--- config.mk ---
export PLATFORM = sky130hd
export DESIGN_NAME = fetch_pc_gen
export DESIGN_NICKNAME = d
export VERILOG_FILES = /design/src/rtl/fetch_pc_gen.sv
export SDC_FILE = /design/constraint.sdc
export NUM_CORES = 1
export LEC_CHECK = 0
export BUFFER_PORTS_ARGS = -buffer_cell sky130_fd_sc_hd__buf_2
export CAP_MARGIN = 25
export CORE_UTILIZATION = 40
export CTS_CLUSTER_SIZE = 14
export DETAILED_ROUTE_END_ITERATION = 8
export GPL_TIMING_DRIVEN = 1
export HOLD_SLACK_MARGIN = 0.06
export PLACE_DENSITY = 0.55
export SLEW_MARGIN = 20
export SYNTH_ARGS = -nofsm -noshare
export SYNTH_HDL_FRONTEND = slang
export SYNTH_SLANG_ARGS = --single-unit
--- constraint.sdc ---
create_clock -name clk -period 4.24 [get_ports clk]
set_input_delay 0.424 -clock clk [delete_from_list [all_inputs] [get_ports clk]]
set_output_delay 0.424 -clock clk [all_outputs]
set_load 0.05 [all_outputs]
--- src/rtl/fetch_pc_gen.sv ---
// Fetch PC generator: PC register with redirect/stall priority and a
// 16-entry direct-mapped BTB with 2-bit saturating counters.
module fetch_pc_gen (
    input  logic        clk,
    input  logic        rst,
    input  logic        icache_stall,
    input  logic        dcache_stall,
    input  logic        hold,
    input  logic        predict_fail,
    input  logic [31:0] correct_pc,
    input  logic        update_en,
    input  logic [31:0] update_pc,
    input  logic [31:0] update_target,
    input  logic        update_taken,
    output logic [31:0] pc_out,
    output logic        predict_out,
    output logic [31:0] predict_pc_out
);
    localparam int DEPTH = 16;

    logic [31:0] pc;

    logic        btb_valid  [DEPTH];
    logic [25:0] btb_tag    [DEPTH];
    logic [31:0] btb_target [DEPTH];
    logic [1:0]  btb_ctr    [DEPTH];

    logic [3:0]  look_idx;
    logic        look_hit;
    logic        stall;

    logic [3:0]  upd_idx;
    logic        upd_hit;
    logic        upd_alloc;
    logic        upd_tgt_we;
    logic        upd_ctr_we;
    logic [1:0]  upd_ctr;

    logic        unused_bits;

    assign unused_bits = ^update_pc[1:0];

    // Lookup reads the registered arrays, so a same-cycle update is
    // only seen from the following cycle.
    assign look_idx = pc[5:2];
    assign look_hit = btb_valid[look_idx]
                      && (btb_tag[look_idx] == pc[31:6]);

    assign pc_out         = pc;
    assign predict_out    = look_hit & btb_ctr[look_idx][1];
    assign predict_pc_out = predict_out ? btb_target[look_idx]
                                        : pc + 32'd4;

    assign stall = icache_stall | dcache_stall | hold;

    always_ff @(posedge clk) begin
        if (rst) begin
            pc <= '0;
        end else if (predict_fail) begin
            pc <= correct_pc;
        end else if (!stall) begin
            pc <= predict_pc_out;
        end
    end

    assign upd_idx = update_pc[5:2];
    assign upd_hit = btb_valid[upd_idx]
                     && (btb_tag[upd_idx] == update_pc[31:6]);

    always_comb begin
        upd_alloc  = 1'b0;
        upd_tgt_we = 1'b0;
        upd_ctr_we = 1'b0;
        upd_ctr    = btb_ctr[upd_idx];
        if (update_en) begin
            if (update_taken) begin
                upd_tgt_we = 1'b1;
                upd_ctr_we = 1'b1;
                if (upd_hit) begin
                    if (btb_ctr[upd_idx] != 2'b11) begin
                        upd_ctr = btb_ctr[upd_idx] + 2'd1;
                    end
                end else begin
                    upd_alloc = 1'b1;
                    upd_ctr   = 2'b10;
                end
            end else if (upd_hit) begin
                upd_ctr_we = 1'b1;
                if (btb_ctr[upd_idx] != 2'b00) begin
                    upd_ctr = btb_ctr[upd_idx] - 2'd1;
                end
            end
        end
    end

    always_ff @(posedge clk) begin
        if (rst) begin
            for (int i = 0; i < DEPTH; i++) begin
                btb_valid[i] <= 1'b0;
                btb_ctr[i]   <= 2'b01;
            end
        end else begin
            if (upd_alloc) begin
                btb_valid[upd_idx] <= 1'b1;
            end
            if (upd_ctr_we) begin
                btb_ctr[upd_idx] <= upd_ctr;
            end
        end
    end

    // Tags and targets carry no reset; valid bits guard them.
    always_ff @(posedge clk) begin
        if (!rst) begin
            if (upd_alloc) begin
                btb_tag[upd_idx] <= update_pc[31:6];
            end
            if (upd_tgt_we) begin
                btb_target[upd_idx] <= update_target;
            end
        end
    end

endmodule

==> impl_metrics.ini, run 1 <==
[clock_tree]
h-tree-depth = 3
clkSlewWorstSetupHoldPaths_ns = 0.06
cts_tree = done
cts_root_buf = clkbuf_16
clockBufferDepth = 3
clkSinkCount = 1012
insertion_delay_ns = 0.72
cts_buffers = 107

[logic_synthesis]
ys_seq_area_frac = 0.656
ys_seq_elements = 1012
syn_nets = 2601
synth-warning-count = 0
avgSynthCellArea_um2 = 18.2
syn_area_um2 = 45600
yosys-top-cells-count = edfxtp_1, mux4_2, mux2i_1
synth_top_area_share = 0.633
synthCells = 2496
synthFlopType = edfxtp_1
synth_edf_count = 960
synth_most_common_cell = edfxtp_1
synth_cell_types = 87
synth_top_area_cell = edfxtp_1
async_reset_ff_frac = 0
synthTopCellsByArea = edfxtp_1, mux4_2, mux2i_1, dfxtp_1, xnor2_1

[power]
power.leakage_uw = 0.0186
p_per_area_nw_per_um2 = 414
max-vdd-ir-drop_v = 0.000384

[setup_path]
ff2ff_setup_slack_ns = 0.27
critPathKind = reg -> out
arrival_ns = 4.27
worst-r2r-cell-count = 12
cp-end-kind = output port
worstPathMaxFanout = 8
worstReg2RegEnd = btb_tag[5][7]
timing.rr.start = btb_tag[13][13]
crit_end = predict_pc_out[19]
start_kind = flop
cp.required_ns = 3.82

[finish]
area_growth_pct = 22.1
drive_gt1_frac = 0.366
nets = 3058
fin_util = 0.494
fillers = 9345

[global_route]
grt_util_all_layers = 0.255
grt_max_degree = 117
first_global_vias = 27900
grt_antenna_before_repair = 15
overflow = 0
grt_first_pass_wirelength_um = 209000

[placement]
port_buffers = 166
dp_hpwl_um = 98200
globalplace.congestion = 0.951

[sta]
min_period_ns = 4.70
clock_skew_ns = 0.0569
tightestPinTransition_ns = 0.956
hold_slack_ns = 0.103
finalSetupViolCount = 33
grt_setup_unrepaired = true
fmax_ghz = 0.213
hold_violations = 0
slew_violations = 0
fin_ws_ns = -0.459
slew_headroom = 0.361
period_share = 1.11

[floorplanning]
initial_core_util = 0.404
rows = 123
die_width_um = 339
io_pins = 169
die_area_um2 = 115000
core-area_um2 = 113000
die_y_um = 339

[detailed_routing]
ant_nets = 0
drt_iter0_drc = 3119
drtPass1Iterations = 5
wire_per_inst_um = 32.7
vias = 27600
wirelength_um = 149000
route.detailed.drc = 0
vias_per_cell = 6.08

[min_path]
min-delay-path-class = in -> reg

[run_status]
status = finished with violations
violations = setup timing

[job]
cap_violations = 0
-- worst min-delay path by stage --
stage | endpoint | start | depth (start not counted) | slack (ns)
after floorplan | btb_valid[10] | btb_valid[10] | 2 | 0.46
after global placement | btb_valid[8] | btb_valid[8] | 2 | 0.47
after detailed placement | btb_valid[8] | btb_valid[8] | 2 | 0.48
after CTS | btb_target[0][3] | update_target[3] | 1 | 0.06
after global routing | btb_target[4][9] | update_target[9] | 1 | 0.08
final | btb_target[1][3] | update_target[3] | 1 | 0.10
-- through the flow --
step                      instance area (µm²)  worst slack [ns]  power [µW]  setup TNS [ns]  cells
after floorplan                         45600            -0.132       12600          -43.78   2496
after global placement                  50600           -0.0792       13600           -6.35   4264
after detailed placement                50600            -0.118       13600           -7.66   4264
after CTS                               55200            -0.469       23100          -12.31   4535
after global routing                    55600            -0.531       23600          -16.76   4546
final                                   55600            -0.459       23000          -14.28   4548
-- repair_timing --
action / 4_1_cts / 5_1_grt
buffers inserted: 12 / 4
hold buffers: 55 / 0
gates cloned: 4 / 5
resized for setup: 112 / 42
setup endpoints to repair: 33 / 33
pin swaps: 0 / 5
hold endpoints to repair: 444 / 0
-- sequential cells by signal (all words and copies together), names as in the netlist, named ones only --
register and flops:
btb_ctr 32, btb_tag 416, btb_target 512, btb_valid 16
pc_out 32
-- power by group --
group | total (µW) | leakage [µW] | switching, µW | internal [µW]
logic | 2490 | 0.00784 | 1420 | 1060
registers | 11100 | 0.00908 | 93.8 | 11000
clock network | 9390 | 0.00170 | 4010 | 5380
-- worst max-delay path, cell delays in order (launching register included) --
cell,delay [ns]
dfxtp_4,0.40
buf_12,0.14
buf_8,0.13
buf_16,0.16
mux4_2,0.51
mux2i_2,0.57
o22a_1,0.22
o211a_1,0.23
a32oi_1,0.12
nand4b_4,0.21
buf_12,0.17
clkbuf_16,0.19
mux2_2,0.32
buf_6,0.17
-- logic make-up after synthesis --
| group | after synthesis | synth area share |
|---|---|---|
| and+or+nand+nor | 357 | 0.0399 |
| AOI/OAI and AO/OA | 292 | 0.0490 |
| buffers and inverters | 219 | 0.0258 |
| muxes | 543 | 0.215 |
| DFF | 1012 | 0.656 |
| adders and majority gates | 1 | 0.000275 |
| xor gates and xnor gates | 72 | 0.0138 |
-- metal layers --
layer / share of wire / global-route usage / routed length (µm) / vias up
met1: 0.40 / 0.343 / 59100 / 14600
li1: - / - / - / 11300
met3: 0.087 / 0.0547 / 12900 / 266
met5: 0.00028 / 0 / 42 / -
met4: 0.036 / 0.0824 / 5290 / 6
met2: 0.48 / 0.414 / 71600 / 1435
-- layout by cell type (no fill, tap or decap), types with 22 or more instances in the layout --
cell type,netlist,routed
mux2_2,36,53
o22ai_1,28,26
nand2_1,91,90
nand3_1,47,46
clkbuf_16,0,113
buf_12,2,78
mux2i_1,144,131
nor3_1,24,23
buf_4,26,205
mux4_2,334,334
xnor2_1,52,48
buf_2,36,130
o21ai_0,24,22
a21o_1,33,33
dfxtp_1,52,48
buf_6,19,37
nor2_4,0,32
dlygate4sd3_1,0,55
nor2_1,79,44
edfxtp_1,960,960
clkbuf_1,65,27
inv_1,43,42
a22o_1,41,41
a22oi_1,33,32
-- cell type report --
class	count	area (µm²)	share of cell area
Multi-Input combinational cell	1265	15100	0.271
Inverter	48	189	0.00340
Antenna cell	4	10.0	0.000180
Sequential cell	1012	29900	0.537
Clock inverter	56	599	0.0108
Tap cell	1500	1880	0.0338
Clock buffer	144	2940	0.0529
Timing Repair Buffer	519	5050	0.0909
Note: power is estimated with default switching activity, not from simulation.
==> run 2: changes to the inputs <==
--- a/config.mk
+++ b/config.mk
@@ -12,7 +12,7 @@
 export DETAILED_ROUTE_END_ITERATION = 8
 export GPL_TIMING_DRIVEN = 1
 export HOLD_SLACK_MARGIN = 0.06
-export PLACE_DENSITY = 0.55
+export PLACE_DENSITY = 0.69
 export SLEW_MARGIN = 20
 export SYNTH_ARGS = -nofsm -noshare
 export SYNTH_HDL_FRONTEND = slang
==> impl_metrics.ini, run 2 (synthesis gave the netlist of run 1 again) <==
[run_status]
status = finished with violations
violations = setup timing

[setup_path]
worstPathMaxFanout = 7
cp-end-kind = output port
start_kind = flop
timing.rr.start = btb_tag[12][16]
cp_num_buf_inv = 7
slowest_delay_ns = 0.50
crit_cells = 15
crit_chain = buf_12 > buf_12 > buf_8 > mux4_2 > mux2i_1 > buf_4 > o21ai_0 > nand2b_1 > nand2_1 > nor4_4 > nand4b_4 > buf_12 > buf_16 > mux2_4 > buf_8
crit_end = predict_pc_out[10]
critPathTopFamily = buffers and inverters
critPathKind = reg -> out
cpMaxStageDelayCell = mux4_2
ff2ff_setup_slack_ns = 0.27
worst-r2r-cell-count = 13
worstReg2RegEnd = btb_ctr[5][0]
cp.required_ns = 3.82
arrival_ns = 4.27
cp_common_cell = buf_12

[clock_tree]
h-tree-depth = 3
clkSinkCount = 1012
clkSlewWorstSetupHoldPaths_ns = 0.06
cts_buffers = 98
insertion_delay_ns = 0.70
cts_root_buf = clkbuf_16
clockBufferDepth = 3
cts_tree = done

[detailed_routing]
drtPass1Iterations = 8
ant_nets = 0
route.detailed.drc = 0
vias_per_cell = 6.26
top_layer_used = met5
drt-met1-wl_um = 56600
wire_per_inst_um = 32.8
vias = 28100
dr_wl_met2_um = 68000
drt_iter0_drc = 4101
wl_met3_um = 17100
wirelength_um = 147000

[floorplanning]
core-area_um2 = 113000
die_area_um2 = 115000
initial_core_util = 0.404
die_width_um = 339
die_y_um = 339
io_pins = 169
rows = 123

[sta]
finalSetupViolCount = 33
min_period_ns = 4.69
clock_skew_ns = 0.0496
fin_ws_ns = -0.454
slew_violations = 0
slew_headroom = 0.354
finalSetupTns_ns = -13.12
period_share = 1.11
fmax_ghz = 0.213
hold_violations = 0
hold_slack_ns = 0.0909
tightestPinTransition_ns = 0.969
grt_setup_unrepaired = true

[finish]
final_cell_area_um2 = 54800
mostFrequentLayoutCells = edfxtp_1, mux4_2, buf_4
final_common_cell = edfxtp_1
area_growth_pct = 20.3
largest_register_ff_count = 512
nets = 3004
drive_gt1_frac = 0.367
top_regs = btb_target: 512 flops, btb_tag: 416 flops
fillers = 9176
largest-register = btb_target

[global_route]
first_global_vias = 28300
grt_first_pass_wirelength_um = 209000
grt_antenna_before_repair = 19
grt_max_degree = 104
overflow = 0
grt_util_all_layers = 0.253

[min_path]
min-delay-path-class = in -> reg

[placement]
post-place-ws_ns = -0.281
port_buffers = 166
globalplace.congestion = 1.00
dpl_cell_area_um2 = 50300
dp_hpwl_um = 97500

[power]
max-vdd-ir-drop_v = 0.000367
p_per_area_nw_per_um2 = 414
power.leakage_uw = 0.0183
p_total_uw = 22700

[job]
cap_violations = 0
==> run 2: cell types whose count changed in the layout (fill, tap and decap cells not counted), moves of 7 or more <==
| cell | change |
|---|---|
| dlygate4sd3_1 | -33 |
| buf_12 | -14 |
| clkinv_2 | +7 |
| clkinvlp_4 | -7 |
| clkbuf_16 | -14 |
==> run 2: area by class of cell <==
class,instances,area [µm²],area share
sequential,1012,29900,0.545
multi-input combinational,1265,15000,0.275
timing repair buffer,474,4440,0.0810
clock buffer,125,2570,0.0470
tap,1500,1880,0.0343
clock inverter,60,773,0.0141
inverter,48,188,0.00343
antenna,7,17.5,0.000320
==> run 2: layer usage <==
| metal | track usage | up-vias |
|---|---|---|
| met5 | 0 | - |
| met4 | 0.0881 | 20 |
| met3 | 0.0631 | 336 |
| met2 | 0.396 | 1878 |
| met1 | 0.346 | 14700 |
| li1 | - | 11200 |
==> run 2: what timing repair did <==
item / in CTS / in global routing
pin swaps: 10 / 16
hold buffers: 22 / 0
gates cloned: 5 / 1
setup endpoints to repair: 33 / 33
buffers inserted: 13 / 7
resized for setup: 122 / 44
hold endpoints to repair: 22 / 0
==> run 2: how the worst min path moves through the flow <==
stage / startpoint / endpoint / slack (ns) / cells after the start
after floorplan: btb_valid[10] / btb_valid[10] / 0.46 / 2
after global placement: btb_valid[10] / btb_valid[10] / 0.47 / 2
after detailed placement: btb_valid[7] / btb_valid[7] / 0.48 / 2
after CTS: update_target[16] / btb_target[9][16] / 0.06 / 1
after global routing: correct_pc[23] / pc_out[23] / 0.09 / 3
final: update_target[16] / btb_target[9][16] / 0.09 / 1
==> run 2: through the flow <==
stage,instances,utilization
after CTS,4477,0.484
after global routing,4484,0.486
final,4491,0.486
after detailed placement,4252,0.446
after floorplan,2496,-
after global placement,4252,0.446
==> run 2: power by group <==
group          internal [µW]  switching, µW
Sequential             11000            110
Combinational           1030           1410
Clock                   5200           3880
Total                  17300           5410
